`config.mk`:
```
export PLATFORM = sky130hd
export DESIGN_NAME = spi_master_arbiter
export DESIGN_NICKNAME = d
export VERILOG_FILES = /design/src/rtl/spi_arb_pkg.sv /design/src/rtl/spi_rr_arbiter.sv /design/src/rtl/spi_master_arbiter.sv
export SDC_FILE = /design/constraint.sdc
export NUM_CORES = 1
export LEC_CHECK = 0
export BUFFER_PORTS_ARGS = -buffer_cell sky130_fd_sc_hd__buf_4
export CAP_MARGIN = 20
export CELL_PAD_IN_SITES_DETAIL_PLACEMENT = 1
export CELL_PAD_IN_SITES_GLOBAL_PLACEMENT = 1
export CORE_MARGIN = 1
export CORE_UTILIZATION = 42
export CTS_CLUSTER_SIZE = 28
export DETAILED_ROUTE_END_ITERATION = 10
export PLACE_DENSITY_LB_ADDON = 0.1
export RECOVER_POWER = 100
export SLEW_MARGIN = 10
export SYNTH_ARGS = -nofsm -noshare
export SYNTH_HDL_FRONTEND = slang
export SYNTH_SLANG_ARGS = --single-unit
```
`constraint.sdc`:
```
create_clock -name clk -period 6.91 [get_ports clk]
set_clock_uncertainty 0.05 [all_clocks]
set_input_delay 0.3455 -clock clk [delete_from_list [all_inputs] [get_ports clk]]
set_output_delay 0.3455 -clock clk [all_outputs]
set_load 0.01 [all_outputs]
```
`src/rtl/spi_arb_pkg.sv`:
```
// spi_master_arbiter shared types: FSM state and counter width helper.
// Optional watchdog macro: SPI_ARB_TIMEOUT_EN (see spi_master_arbiter.sv).
package spi_arb_pkg;

    typedef enum logic [1:0] {
        IDLE  = 2'd0,
        START = 2'd1,
        BUSY  = 2'd2,
        GAP   = 2'd3
    } arb_state_t;

    // Counter must hold both the gap reload and the watchdog limit.
    function automatic int calc_cnt_w(input int gap, input int tmo);
        int m;
        m = (gap > tmo) ? gap : tmo;
        return (m < 1) ? 1 : $clog2(m + 1);
    endfunction

endpackage

```
`src/rtl/spi_rr_arbiter.sv`:
```
// Combinational round-robin pick: first request above ptr, wrapping.
// Produces both a one-hot grant and its index.
module spi_rr_arbiter
    import spi_arb_pkg::*;
#(
    parameter int N_REQ = 4
) (
    input  logic [N_REQ-1:0]         req,
    input  logic [$clog2(N_REQ)-1:0] ptr,
    output logic [N_REQ-1:0]         gnt,
    output logic [$clog2(N_REQ)-1:0] gnt_idx
);
    localparam int PW = $clog2(N_REQ);

    logic [PW-1:0] idx;
    logic          found;

    // Scan ptr+1 .. ptr+N_REQ (mod N_REQ); the last winner goes last.
    always_comb begin
        gnt     = '0;
        gnt_idx = '0;
        idx     = '0;
        found   = 1'b0;
        for (int k = 1; k <= N_REQ; k++) begin
            idx = PW'((int'(ptr) + k) % N_REQ);
            if (!found && req[idx]) begin
                found   = 1'b1;
                gnt     = N_REQ'(1) << idx;
                gnt_idx = idx;
            end
        end
    end

endmodule

```
`src/rtl/spi_master_arbiter.sv`:
```
// Round-robin sharing of one SPI master between N_REQ requesters.
// Define SPI_ARB_TIMEOUT_EN to enable the BUSY watchdog (resp_err).
module spi_master_arbiter
    import spi_arb_pkg::*;
#(
    parameter int N_REQ          = 4,
    parameter int DATA_WIDTH     = 8,
    parameter int GAP_CYCLES     = 10,
    parameter int TIMEOUT_CYCLES = 2000
) (
    input  logic                        clk,
    input  logic                        arstn,
    input  logic [N_REQ-1:0]            req_valid,
    input  logic [N_REQ*DATA_WIDTH-1:0] req_data,
    output logic [N_REQ-1:0]            req_ready,
    output logic [N_REQ-1:0]            resp_valid,
    output logic [DATA_WIDTH-1:0]       resp_data,
    output logic                        resp_err,
    output logic [N_REQ-1:0]            spi_cs_n,
    output logic                        busy,
    output logic                        spi_m_start,
    output logic [DATA_WIDTH-1:0]       data_m_send,
    input  logic                        spi_m_done,
    input  logic [DATA_WIDTH-1:0]       data_m_recv
);
    localparam int PW    = $clog2(N_REQ);
    localparam int CNT_W = calc_cnt_w(GAP_CYCLES, TIMEOUT_CYCLES);
    localparam logic [CNT_W-1:0] GAP_LD = CNT_W'(GAP_CYCLES);
    localparam arb_state_t POST = (GAP_CYCLES == 0) ? IDLE : GAP;

    arb_state_t state_q, state_n;

    logic [PW-1:0]         ptr_q, ptr_d;
    logic [CNT_W-1:0]      cnt_q, cnt_d;
    logic [N_REQ-1:0]      gnt;
    logic [PW-1:0]         gnt_idx;
    logic [N_REQ-1:0]      own;
    logic [DATA_WIDTH-1:0] send_d, rdata_d;
    logic [N_REQ-1:0]      cs_d, ready_d, rv_d;
    logic                  start_d, err_d, busy_d;

`ifdef SPI_ARB_TIMEOUT_EN
    localparam logic [CNT_W-1:0] TMO_LAST = CNT_W'(TIMEOUT_CYCLES - 1);
    logic tmo_hit;
    assign tmo_hit = (cnt_q == TMO_LAST);
`endif

    assign own = N_REQ'(1) << ptr_q;

    spi_rr_arbiter #(
        .N_REQ (N_REQ)
    ) u_rr (
        .req     (req_valid),
        .ptr     (ptr_q),
        .gnt     (gnt),
        .gnt_idx (gnt_idx)
    );

    // State register.
    always_ff @(posedge clk or negedge arstn) begin
        if (!arstn) state_q <= IDLE;
        else        state_q <= state_n;
    end

    // Next-state: one frame per grant, then the idle gap.
    always_comb begin
        state_n = state_q;
        unique case (state_q)
            IDLE:  if (|req_valid) state_n = START;
            START: state_n = BUSY;
            BUSY: begin
                if (spi_m_done) state_n = POST;
`ifdef SPI_ARB_TIMEOUT_EN
                else if (tmo_hit) state_n = POST;
`endif
            end
            GAP:   if (cnt_q == CNT_W'(1)) state_n = IDLE;
            default: state_n = IDLE;
        endcase
    end

    // Next values for every registered output and the counter.
    always_comb begin
        ptr_d   = ptr_q;
        send_d  = data_m_send;
        cs_d    = spi_cs_n;
        ready_d = '0;
        start_d = 1'b0;
        rv_d    = '0;
        rdata_d = resp_data;
        err_d   = 1'b0;
        cnt_d   = cnt_q;
        busy_d  = (state_n != IDLE);
        unique case (state_q)
            IDLE: begin
                if (|req_valid) begin
                    ptr_d   = gnt_idx;
                    send_d  = req_data[int'(gnt_idx)*DATA_WIDTH +: DATA_WIDTH];
                    cs_d    = ~gnt;
                    ready_d = gnt;
                    start_d = 1'b1;
                end
            end
            START: cnt_d = '0;
            BUSY: begin
                if (spi_m_done) begin
                    rdata_d = data_m_recv;
                    rv_d    = own;
                    cs_d    = '1;
                    cnt_d   = GAP_LD;
                end
`ifdef SPI_ARB_TIMEOUT_EN
                else if (tmo_hit) begin
                    rdata_d = '0;
                    rv_d    = own;
                    err_d   = 1'b1;
                    cs_d    = '1;
                    cnt_d   = GAP_LD;
                end else begin
                    cnt_d = cnt_q + CNT_W'(1);
                end
`endif
            end
            GAP: cnt_d = cnt_q - CNT_W'(1);
            default: cnt_d = cnt_q;
        endcase
    end

    // Output, pointer and counter registers.
    always_ff @(posedge clk or negedge arstn) begin
        if (!arstn) begin
            ptr_q       <= PW'(N_REQ - 1);
            cnt_q       <= '0;
            data_m_send <= '0;
            spi_cs_n    <= '1;
            req_ready   <= '0;
            spi_m_start <= 1'b0;
            resp_valid  <= '0;
            resp_data   <= '0;
            resp_err    <= 1'b0;
            busy        <= 1'b0;
        end else begin
            ptr_q       <= ptr_d;
            cnt_q       <= cnt_d;
            data_m_send <= send_d;
            spi_cs_n    <= cs_d;
            req_ready   <= ready_d;
            spi_m_start <= start_d;
            resp_valid  <= rv_d;
            resp_data   <= rdata_d;
            resp_err    <= err_d;
            busy        <= busy_d;
        end
    end

endmodule

```
==> out/results.ini <==
[layout]
fin_cells = 388
drive_above_1_share_pct = 24.1
final_common_cell = buf_4
ff_latch_area_um2 = 1130
nets = 371
antenna_cells = 0
fill_cells = 651
area_delta_synth_final_pct = 23.6
multiInputGateArea_um2 = 1270
final_cell_mix = buf_4, dfrtp_1, clkbuf_1

[timing]
rsz0062_at_grt = false
min_period_ps = 4000
max_freq_mhz = 250
maxSlewHeadroom_pct = -57.4
fin_crit_sh_pct = 57.9
setup_viol = 0
final_hold_viol_count = 0
worstMarginPinSlew_ps = 2360
fin_tns_setup_ps = 0
report.final.slew_viol_count = 46

[setup_path]
start_kind = register
cp_top_family = simple AND/OR/NAND/NOR gates
cp_slowest_cell = dfstp_1
crit_buf_inv = 1
reg2reg_depth = 8
critical_path_class = register to register
cp.arrival_ps = 4160
path_max_fanout = 16
crit_chain = inv_1 > ha_1 > mux4_2 > or2_0 > nor3b_1 > o32ai_1 > or2_0 > o221ai_1
worstSetupEndpointType = register
crit_top_cell = or2_0
cpPeakStageDelay_ps = 890
crit_cells = 8
crit_required_ps = 7060

[clock_network]
clk_pin_slew_ps = 90
numCtsBuffers = 5
htreeDepth = 2
clock_latency_ps = 300
cts_tree = built
clockRootBuffer = clkbuf_8
clock_sinks = 45
clockBufferDepth = 2

[synth]
synth.net_count = 301
syn_area_um2 = 2530
ys_async_sr_fraction_pct = 100
synth_top_area_share_pct = 38.5
seq_area_frac_synth_pct = 44.7
synth_top_area_cell = dfrtp_1
netlist_top_cells_area = dfrtp_1, mux2i_1, dfstp_2
synth_seq_cells = 45
yosys.cell_types.count = 45
yosys_most_used_dff = dfrtp_1
synth_edf_count = 0
synth_cells = 245
yosys_warnings = 0
avgSynthCellArea_um2 = 10.3

[routing]
routed_wl_um = 6560
drt_iter0_markers = 60
route.detailed.drc = 0
dr_wl_met2_um = 3050
m1WireLength_um = 3090
drtPass1Iterations = 4
highest_layer = met4
drtAntennaViolNets = 0
routedWlPerCell_um = 16.9
met3_length_um = 341
vias = 2154
vias_per_cell = 5.55

[placed_design]
placedCellCount = 379
place_hpwl_um = 4730
place.gp.congestion = 0.814
port_buffers = 76

[floorplan]
die_w_um = 79.7
die_h_um = 79.7
core_area_um2 = 5680
num_rows = 27
initial_core_util_pct = 44.7
die_area_um2 = 6350
ios = 78

[global_routing]
first_global_vias = 2100
grt_max_degree = 46
grt_pass1_wl_um = 10700
gr-total-overflow = 0
antenna_found_initial = 0
grtUsageTotal_pct = 22.0

[flow_run]
maxCapViolations = 1

[run_status]
outcome = complete, but fails checks
violations = max-capacitance violations, max-slew violations

[power_and_ir_drop]
powerDensity_nw_per_um2 = 380
irDropWorstVdd_mv = 0.202
power_leakage_uw = 0.00142

[hold_path]
min_path_type = input pin to register
min_path_cells = 2

final cells by class:
cell class | instances | area share (%)
clock buffer | 5 | 2.20
clock inverter | 3 | 2.08
inverter | 8 | 0.958
multi-input combinational | 177 | 40.5
sequential | 45 | 36.2
tap | 72 | 2.88
timing repair buffer | 78 | 15.2
synthesized netlist by cell type, types with 6 or more instances:
cell type,instances
mux2i_1,18
a21oi_1,12
clkbuf_1,6
nor2_1,23
dfrtp_1,39
a22oi_1,8
ha_1,9
o21ai_0,23
or2_2,6
mux2_2,9
dfstp_2,6
o221ai_1,9
inv_1,8
nand2_1,19
cells by family after synthesis:
family	count (synthesis)	share of synthesized area (%)
AOI/OAI and AO/OA	67	17.4
and+or+nand+nor	69	13.6
muxes	30	13.9
buffers and inverters	23	4.69
DFF	45	44.7
xor gates and xnor gates	1	1.09
adders and majority gates	9	4.44
other	1	0.148
worst reg2reg max path, stage by stage, from the launching register on:
cell and delay (ps):
dfstp_1 890, inv_1 350, ha_1 490, mux4_2 430, or2_0 290, nor3b_1 490, o32ai_1 210, or2_0 410
o221ai_1 290
timing repair:
action	4_1_cts	5_1_grt
buffers inserted	0	0
setup endpoints to repair	0	0
gates resized for setup	0	0
hold buffers	1	0
endpoints found under the hold margin	11	0
state kept, by name, summed over array words and instances, names as in the netlist, 2 cells and up:
| signal | count |
|---|---|
| resp_data | 8 |
| cnt_q | 11 |
| resp_valid | 4 |
| req_ready | 4 |
| spi_cs_n | 4 |
| data_m_send | 8 |
| ptr_q | 2 |
| state_q | 2 |
through the flow:
stage | worst slack [ps] | utilization [%] | hold WS (ps) | cell area (um2) | power, uW
final | 2910 | 55.2 | 222 | 3130 | 1190
after global routing | 2520 | 55.2 | 202 | 3130 | 1290
after CTS | 3460 | 57.5 | 213 | 3260 | 1250
after detailed placement | 3490 | 55.0 | 330 | 3120 | 1010
after global placement | 3630 | 55.0 | 334 | 3120 | 984
after floorplan | 3830 | - | -0.0911 | 2530 | 823
per-layer routing:
metal | GRT usage [%] | up-vias
met5 | 0 | -
met4 | 6.73 | 0
met3 | 4.80 | 7
met2 | 35.0 | 58
met1 | 29.8 | 1067
li1 | - | 1022
worst paths after layout:
kind	from	to	slack (ps)
setup / recovery	ptr_q[0]$_DFFE_PN1P_	data_m_send[2]$_DFFE_PN0P_	2910
hold / removal	data_m_recv[0]	resp_data[0]$_DFFE_PN0P_	220
setup reg to reg	ptr_q[0]$_DFFE_PN1P_	data_m_send[2]$_DFFE_PN0P_	2910
hold reg to reg	cnt_q[6]$_DFFE_PN0P_	cnt_q[6]$_DFFE_PN0P_	450
max in group asynchronous	arstn	data_m_send[3]$_DFFE_PN0P_	4220
min in group asynchronous	arstn	cnt_q[6]$_DFFE_PN0P_	1250
power by group:
part           internal (uW)  switching (uW)
clock                    144            95.1
combinational            234             287
sequential               353            78.3
No activity file was read; power rests on OpenSTA's default activity.
